`src/rtl/imm_extend_pipe_if.sv`:
```
// imm_extend_pipe_if: valid/ready bus around the immediate extension stage.
// Ports: in_* carry the raw field from the producer; out_* carry the result to the consumer.
interface imm_extend_pipe_if #(
  parameter int IN_W  = 10,
  parameter int OUT_W = 16,
  parameter int LEN_W = 4
);
  logic             in_valid;
  logic             in_ready;
  logic [IN_W-1:0]  data_in;
  logic [LEN_W-1:0] len;
  logic [1:0]       mode;
  logic             out_valid;
  logic             out_ready;
  logic [OUT_W-1:0] data_out;
  logic             err;

  modport master (
    output in_valid, data_in, len, mode, out_ready,
    input  in_ready, out_valid, data_out, err
  );

  modport slave (
    input  in_valid, data_in, len, mode, out_ready,
    output in_ready, out_valid, data_out, err
  );
endinterface

```
`src/rtl/imm_extend_pipe.sv`:
```
// imm_extend_pipe: zero/sign/sign-shift extension of a len-bit field, 1 output slot.
// Ports: clk, rst_n (sync, low), bus (slave side of the handshake), item_cnt (results taken).
module imm_extend_pipe #(
  parameter int IN_W  = 10,
  parameter int OUT_W = 16,
  parameter int LEN_W = 4,
  parameter int CNT_W = 16
) (
  input  logic             clk,
  input  logic             rst_n,
  imm_extend_pipe_if.slave bus,
  output logic [CNT_W-1:0] item_cnt
);
  localparam logic [LEN_W-1:0] LP_INW = LEN_W'(IN_W);

  logic             r_valid;
  logic [OUT_W-1:0] r_data;
  logic             r_err;
  logic [CNT_W-1:0] r_cnt;

  logic             w_in_ready;
  logic             w_acc;
  logic             w_xfer;
  logic             w_len_bad;
  logic [LEN_W-1:0] w_len_eff;
  logic [OUT_W-1:0] w_mask;
  logic [OUT_W-1:0] w_top;
  logic [OUT_W-1:0] w_zext;
  logic [OUT_W-1:0] w_sext;
  logic             w_sbit;
  logic [OUT_W-1:0] w_res;
  logic             w_err;

  assign w_in_ready = !r_valid || bus.out_ready;
  assign w_acc      = bus.in_valid && w_in_ready;
  assign w_xfer     = r_valid && bus.out_ready;

  assign w_len_bad = (bus.len == '0) || (bus.len > LP_INW);
  assign w_len_eff = w_len_bad ? LP_INW : bus.len;

  // w_top is one-hot at bit L-1: it selects the sign bit.
  assign w_mask = ~({OUT_W{1'b1}} << w_len_eff);
  assign w_top  = w_mask ^ (w_mask >> 1);
  assign w_zext = {{(OUT_W-IN_W){1'b0}}, bus.data_in} & w_mask;
  assign w_sbit = |(w_zext & w_top);
  assign w_sext = w_sbit ? (w_zext | ~w_mask) : w_zext;

  always_comb begin
    w_res = w_zext;
    unique case (1'b1)
      (bus.mode == 2'b01): w_res = w_sext;
      (bus.mode == 2'b10): w_res = {w_sext[OUT_W-2:0], 1'b0};
      default:             w_res = w_zext;
    endcase
  end

  assign w_err = w_len_bad || (bus.mode == 2'b11);

  always_ff @(posedge clk) begin
    if (!rst_n) begin
      r_valid <= 1'b0;
      r_data  <= '0;
      r_err   <= 1'b0;
      r_cnt   <= '0;
    end else begin
      if (w_acc) begin
        r_valid <= 1'b1;
        r_data  <= w_res;
        r_err   <= w_err;
      end else if (w_xfer) begin
        r_valid <= 1'b0;
      end
      if (w_xfer) begin
        r_cnt <= r_cnt + CNT_W'(1);
      end
    end
  end

  assign bus.in_ready  = w_in_ready;
  assign bus.out_valid = r_valid;
  assign bus.data_out  = r_data;
  assign bus.err       = r_err;
  assign item_cnt      = r_cnt;
endmodule

```
`src/flat_wrapper.sv`:
```
// flat-port wrapper written by rule: the top's interface ports become plain ports
module imm_extend_pipe_flat 
#(
  parameter int IN_W  = 10,
  parameter int OUT_W = 16,
  parameter int LEN_W = 4,
  parameter int CNT_W = 16
)
  (clk, rst_n, item_cnt, bus_in_valid, bus_data_in, bus_len, bus_mode, bus_out_ready, bus_in_ready, bus_out_valid, bus_data_out, bus_err);
  imm_extend_pipe_if #(.IN_W(IN_W), .OUT_W(OUT_W), .LEN_W(LEN_W)) bus_i ();
  input  logic clk;
  input  logic rst_n;
  output logic [CNT_W-1:0] item_cnt;
  input wire logic [$bits(bus_i.in_valid)-1:0] bus_in_valid;
  input wire logic [$bits(bus_i.data_in)-1:0] bus_data_in;
  input wire logic [$bits(bus_i.len)-1:0] bus_len;
  input wire logic [$bits(bus_i.mode)-1:0] bus_mode;
  input wire logic [$bits(bus_i.out_ready)-1:0] bus_out_ready;
  output wire logic [$bits(bus_i.in_ready)-1:0] bus_in_ready;
  output wire logic [$bits(bus_i.out_valid)-1:0] bus_out_valid;
  output wire logic [$bits(bus_i.data_out)-1:0] bus_data_out;
  output wire logic [$bits(bus_i.err)-1:0] bus_err;
  assign bus_i.in_valid = bus_in_valid;
  assign bus_i.data_in = bus_data_in;
  assign bus_i.len = bus_len;
  assign bus_i.mode = bus_mode;
  assign bus_i.out_ready = bus_out_ready;
  assign bus_in_ready = bus_i.in_ready;
  assign bus_out_valid = bus_i.out_valid;
  assign bus_data_out = bus_i.data_out;
  assign bus_err = bus_i.err;
  imm_extend_pipe #(.IN_W(IN_W), .OUT_W(OUT_W), .LEN_W(LEN_W), .CNT_W(CNT_W)) u_core (.clk(clk), .rst_n(rst_n), .bus(bus_i), .item_cnt(item_cnt));
endmodule
```
`config.mk`:
```
export PLATFORM = sky130hd
export DESIGN_NAME = imm_extend_pipe_flat
export DESIGN_NICKNAME = d
export VERILOG_FILES = /design/src/rtl/imm_extend_pipe_if.sv /design/src/rtl/imm_extend_pipe.sv /design/src/flat_wrapper.sv
export SDC_FILE = /design/constraint.sdc
export NUM_CORES = 1
export LEC_CHECK = 0
export ABC_AREA = 1
export CAP_MARGIN = 10
export CORE_ASPECT_RATIO = 2
export CORE_MARGIN = 10
export CORE_UTILIZATION = 35
export CTS_CLUSTER_DIAMETER = 80
export DETAILED_ROUTE_END_ITERATION = 6
export PLACE_DENSITY = 0.6
export REMOVE_ABC_BUFFERS = 1
export SYNTH_ARGS = -nofsm -noshare
export SYNTH_HDL_FRONTEND = slang
export SYNTH_SLANG_ARGS = --single-unit
```
`constraint.sdc`:
```
create_clock -name clk -period 5.4 [get_ports clk]
set_input_delay 1.08 -clock clk [delete_from_list [all_inputs] [get_ports clk]]
set_output_delay 1.08 -clock clk [all_outputs]
set_load 0.01 [all_outputs]
```
==> summary.md, run 1 <==
| Metric | Value |
|---|---|
| Status | finished clean |
| Total GRT Usage | 12.9% |
| Vias in the first global route | 2053 |
| DR vias | 1948 |
| Unique cell type count in the Yosys netlist | 34 |
| Drt pass-1 iters | 4 |
| Cell Rows | 38 |
| Die area | 0.00911 mm² |
| Max clock buf depth | 2 |
| Max_cap viols | 0 |
| Power Density | 212 mW/mm² |
| Area growth from synthesis to final layout | 34.4% |
| First-pass GRT wire length | 9520 µm |
| Cell area after synthesis | 0.00194 mm² |
| Mapped Cells | 286 |
| RePlAce Congestion | 0.942 |
| Initial core utilization | 35.8% |
| Cell mode on critical path | clkdlybuf4s50_1 |
| Cell count after placement | 395 |
| Layout filler cell count | 592 |
| Peak supply drop | 222 µV |
| Critical Path Fanout Max | 3 |
| Worst Path Arrival | 2.24 ns |
| Slowest CP cell | clkdlybuf4s50_1 |
| Skew final | 0.00523 ns |
| HP Class | reg2reg |
| Die height | 125 µm |
| Reg-to-reg slack, setup | 3.38 ns |
| Final core utilization | 48.2% |
| Crit Path Class | in2out |
| Core ar. | 0.00542 mm² |
| Final Power | 0.554 mW |
| # IOs | 55 |
| Yosys warns | 0 |
| Post-route DRC | 0 |
| Fin. max-slew vios | 0 |
| Register area share after synthesis | 35.1% |
| Delay of the slowest critical-path stage | 0.55 ns |
| Crit path launch type | input pin |
| Sink Count | 34 |
| Share of layout cells above drive strength 1 | 10.5% |
| Cell Count, Final, Fillers Out | 402 |
| Total Wirelength | 5690 µm |
| Fin nets | 366 |
| Gr ovfl total | 0 |
| DR vias/cell | 4.85 |
| Number of antenna violations at the first check in global routing | 0 |
| Post-CTS Setup Inserts | 0 |
| Worst skew pair latency | 0.28 ns |
| Crit path capture type | output pin |
| Die width | 72.7 µm |
| Yosys reg bits | 34 |
| Post-Route Setup TNS | 0 ns |
| Worst path cell trace | clkdlybuf4s50_1 > inv_1 > nand2_1 > clkdlybuf4s50_1 |
| TritonCTS Buffers | 5 |
| DR WL/cell | 14.1 µm |
| Starting DRC count in detailed routing | 83 |
| Post-route cell area | 0.00261 mm² |
| Setup violations, final | 0 |
| Largest net degree at the start of global routing | 22 |
| P_leak | 1.08 nW |
| Post-DRT Antenna Nets | 0 |
| Final Critical Period | 3.32 ns |
| CP top delay family | buffers and inverters |
| Diodes inserted | 0 |
| CTS clock-pin slew for the worst setup and hold paths | 0.07 ns |
| Final Hold Vio Count | 0 |
| Hold-fix buffer count after cts | 0 |
| Post-CTS sizing | 0 |
| # port buffers | 54 |
| CP bufs+invs | 3 |
| RSZ-0062 raised after global routing | false |
| H-tree lvl count | 2 |
| Worst Tran Pin Value | 0.721 ns |
| Clock root buffer | clkbuf_8 |
| Max transition margin | 51.8% |
| Fmax | 301 MHz |
| Mapped Avg Cell Area | 6.79 µm² |
| TritonCTS clock tree | done |
| Fin crit share | 61.5% |
| Worst EP required | 4.32 ns |
| HPWL Detailed | 4600 µm |
| Post-DP Area | 0.00253 mm² |
[per-layer routing]
metal  GRT usage, %  vias up  wire length [µm]
met5              0        -                 0
met4           8.09        0               297
met3           4.35       16               396
met2           22.9       54              2970
met1           11.7      839              2020
li1               -     1039                 -
[state kept, by name, summed over array words and instances, names as in the netlist]
signal / cells
u_core.bus.err: 1
u_core.bus.out_valid: 1
u_core.bus.data_out: 16
u_core.item_cnt: 16
[synth_stat cells, drive strengths merged]
| cell | number | share of area, % |
|---|---|---|
| a21boi | 1 | 0.39 |
| a21oi | 28 | 7.2 |
| a22oi | 3 | 1.2 |
| a31oi | 2 | 0.64 |
| a32oi | 1 | 0.45 |
| buf | 5 | 1.5 |
| clkbuf | 1 | 0.19 |
| clkinv | 1 | 0.19 |
| dfxtp | 34 | 35 |
| ha | 4 | 2.6 |
| inv | 44 | 8.5 |
| nand2 | 62 | 13 |
| nand3 | 29 | 9.0 |
| nand4 | 5 | 1.6 |
| nor2 | 35 | 8.4 |
| nor3 | 5 | 1.3 |
| nor3b | 2 | 1.0 |
| o211ai | 1 | 0.39 |
| o21a | 2 | 0.77 |
| o21ai | 16 | 4.3 |
| o31ai | 1 | 0.39 |
| or2 | 2 | 0.64 |
| xnor2 | 1 | 0.45 |
| xor2 | 1 | 0.45 |
[cell type report]
cell class	count	area, µm²	share of cell area, %
flip-flops and latches	34	681	26.1
clock buffers	5	68.8	2.64
inverters	45	169	6.47
repair buffers	55	548	21.0
multi-input cells	201	1060	40.6
well taps	60	75.1	2.88
clock inverters	2	10.0	0.384
[report_power, final]
group	internal, mW	switching, mW
combinational	0.0506	0.0647
clock	0.0864	0.0866
sequential	0.260	0.00563
total	0.397	0.157
[stage by stage]
| stage | setup slack (ns) | hold slack, ns |
|---|---|---|
| final | 2.08 | 0.472 |
| after floorplan | 3.01 | 0.490 |
| after detailed placement | 2.08 | 0.459 |
| after global placement | 2.10 | 0.462 |
| after CTS | 2.08 | 0.474 |
| after global routing | 2.00 | 0.494 |
[layout by cell type (no fill, tap or decap), drive strengths merged]
cell / n
nand4: 5
or2: 2
o211ai: 1
a31oi: 2
xor2: 1
xnor2: 1
nor3b: 2
nand2: 62
clkbuf: 5
nor2: 35
nor3: 5
clkdlybuf4s50: 54
o31ai: 1
o21a: 2
o21ai: 16
ha: 4
nand3: 29
a21boi: 1
buf: 1
inv: 44
clkinv: 3
a21oi: 28
a32oi: 1
a22oi: 3
dfxtp: 34
[path summary, 6_finish.rpt]
kind                           startpoint                 endpoint  depth (start not counted)
setup reg to reg       u_core.item_cnt[0]      u_core.item_cnt[14]                         11
hold reg to reg   u_core.bus.data_out[13]  u_core.bus.data_out[13]                          2
setup / recovery            bus_out_ready             bus_in_ready                          4
hold / removal    u_core.bus.data_out[13]  u_core.bus.data_out[13]                          2
[kinds of logic after synthesis]
logic type / share of synthesized area, %
DFF: 35.1
xor gates and xnor gates: 0.902
and+or+nand+nor: 35.3
AOI/OAI and AO/OA: 15.7
buffers and inverters: 10.4
adders and majority gates: 2.58
[worst min-delay path, delay by kind of cell, from the launching register on]
| kind | cells | cell delay, ns |
|---|---|---|
| AND/OR/NAND/NOR | 1 | 0.06 |
| flip-flops | 1 | 0.32 |
| AO/OA/AOI/OAI | 1 | 0.05 |
No activity file was read; power rests on OpenSTA's default activity.
==> run 2, diff against run 1 <==
--- a/config.mk
+++ b/config.mk
@@ -12,7 +12,7 @@
 export CORE_UTILIZATION = 35
 export CTS_CLUSTER_DIAMETER = 80
 export DETAILED_ROUTE_END_ITERATION = 6
-export PLACE_DENSITY = 0.6
+export PLACE_DENSITY = 0.62
 export REMOVE_ABC_BUFFERS = 1
 export SYNTH_ARGS = -nofsm -noshare
 export SYNTH_HDL_FRONTEND = slang
==> constraint.sdc (replaced) <==
create_clock -name clk -period 2.71 [get_ports clk]
set_input_delay 0.542 -clock clk [delete_from_list [all_inputs] [get_ports clk]]
set_output_delay 0.542 -clock clk [all_outputs]
set_load 0.01 [all_outputs]
==> run 2 against run 1 <==
Net effect:
- routed wire length increased by 4.1%
- final cell count increased by 1.2%
- clock power increased to 2.6 times the previous value
- clock-buffer cell count unchanged
- die area unchanged
- register-to-register slack got worse by 2.6 ns
- cell area increased by 2.3%
- largest cell class unchanged
- first-iteration DRC count decreased by 16%
- global-route usage increased by 0.088 points
==> summary.md, run 2 (synthesis results as in run 1) <==
| Metric | Value |
|---|---|
| # IOs | 55 |
| Reg area | 681 µm² |
| Max clock buf depth | 2 |
| Crit Path Class | in2reg |
| H-tree lvl count | 2 |
| Reg-to-reg endpoint | u_core.item_cnt[14] |
| Max_cap viols | 0 |
| Total GRT Usage | 12.9% |
| Worst Path Arrival | 2.50 ns |
| CTS clock-pin slew for the worst setup and hold paths | 0.07 ns |
| Crit path launch type | input pin |
| # port buffers | 54 |
| Post-DRT Antenna Nets | 0 |
| Hold Path Origin | u_core.bus.data_out[10] |
| TritonCTS clock tree | done |
| Post-CTS Setup Inserts | 0 |
| Die height | 125 µm |
| Core ar. | 0.00542 mm² |
| Reg2reg start | u_core.item_cnt[0] |
| Vias in the first global route | 2094 |
| Commonest non-fill, non-tap cell in the layout | nand2_1 |
| Final Hold Vio Count | 0 |
| Layout filler cell count | 573 |
| R2R depth | 11 |
| Fin. max-slew vios | 0 |
| TritonCTS Buffers | 5 |
| DR vias | 2041 |
| Max transition margin | 61.3% |
| Reg-to-reg slack, setup | 0.75 ns |
| Post-route DRC | 0 |
| Fin nets | 370 |
| Cell Rows | 38 |
| Number of antenna violations at the first check in global routing | 0 |
| Fin crit share | 84.8% |
| Skew final | 0.00351 ns |
| DR vias/cell | 5.01 |
| WHS Path Cells | 2 |
| Worst Tran Pin Value | 0.577 ns |
| Final core utilization | 49.3% |
| Diodes inserted | 0 |
| Die width | 72.7 µm |
| Commonest non-fill, non-tap cells in the layout | 56 x nand2_1, 54 x clkdlybuf4s50_1, 41 x inv_1 |
| Share of layout cells above drive strength 1 | 11.8% |
| Die area | 0.00911 mm² |
| RePlAce Congestion | 0.931 |
| DR WL/cell | 14.5 µm |
| Sink Count | 34 |
| HP Class | reg2reg |
| Worst Hold End | u_core.bus.data_out[10] |
| Worst EP required | 2.91 ns |
| P_leak | 1.12 nW |
| Largest net degree at the start of global routing | 20 |
| Post-Route Setup TNS | 0 ns |
| Drt pass-1 iters | 4 |
| Status | finished clean |
| First-pass GRT wire length | 9620 µm |
| Clock root buffer | clkbuf_8 |
| Multi-input logic area | 0.00106 mm² |
| Initial core utilization | 35.8% |
| Starting DRC count in detailed routing | 70 |
| Final Critical Period | 2.30 ns |
| Worst skew pair latency | 0.28 ns |
| Area growth from synthesis to final layout | 37.5% |
| RSZ-0062 raised after global routing | false |
| HPWL Detailed | 4860 µm |
| Fmax | 435 MHz |
| Critical Path Fanout Max | 8 |
| Gr ovfl total | 0 |
| Peak supply drop | 452 µV |
| Total Wirelength | 5920 µm |
| Post-CTS sizing | 0 |
| Hold-fix buffer count after cts | 0 |
| Setup violations, final | 0 |
| Power Density | 457 mW/mm² |
| Final Power | 1.22 mW |
| Crit path capture type | flip-flop |
==> run 2: cell count changes in the layout (fill, tap and decap cells not counted) <==
cell	delta
buf_4	+4
bufinv_16	+1
==> run 2: worst max path at each step <==
stage | start | end | slack [ns] | cells past startpoint
floorplan | bus_out_ready | u_core.bus.data_out[10] | 0.86 | 6
global placement | bus_mode[0] | u_core.bus.data_out[5] | 0.08 | 9
detailed placement | bus_mode[0] | u_core.bus.data_out[5] | 0.08 | 9
CTS | bus_mode[0] | u_core.bus.data_out[5] | 0.38 | 9
global route | bus_mode[0] | u_core.bus.data_out[5] | 0.24 | 9
finish | bus_mode[0] | u_core.bus.data_out[5] | 0.41 | 9
==> run 2: final cells by class <==
cell class | count | area share (%)
multi-input cells | 201 | 39.6
inverters | 45 | 6.33
flip-flops and latches | 34 | 25.5
well taps | 60 | 2.81
clock inverters | 3 | 1.50
repair buffers | 59 | 21.6
clock buffers | 5 | 2.58
==> run 2: through the flow <==
| step | std cells | instance area, µm² | worst slack [ns] | hold slack [ns] |
|---|---|---|---|---|
| after global routing | 407 | 2670 | 0.240 | 0.493 |
| after detailed placement | 399 | 2560 | 0.0808 | 0.461 |
| after floorplan | 280 | 1910 | 0.860 | 0.490 |
| after global placement | 399 | 2560 | 0.0762 | 0.464 |
| after CTS | 407 | 2670 | 0.378 | 0.472 |
| final | 407 | 2670 | 0.413 | 0.470 |
==> run 2: power breakdown <==
part           leakage (nW)  switching (mW)  internal, mW
clock network        0.0579           0.186         0.271
registers             0.276          0.0121         0.518
logic                 0.783           0.131         0.104
==> run 2: routing by layer <==
metal,vias to the layer above,track usage [%],part of all wire (%)
met3,15,3.88,5.9
met1,925,11.5,35
met2,53,24.4,55
met4,0,6.63,3.8
li1,1048,-,-
met5,-,0,0
==> run 2: worst max-delay path, cell delays in order <==
cell and delay, ns:
clkdlybuf4s50_1 0.51, inv_1 0.06, ha_1 0.43, inv_1 0.14, a21oi_1 0.28, inv_1 0.14
a21oi_1 0.15, nand3_1 0.09, a21oi_1 0.15
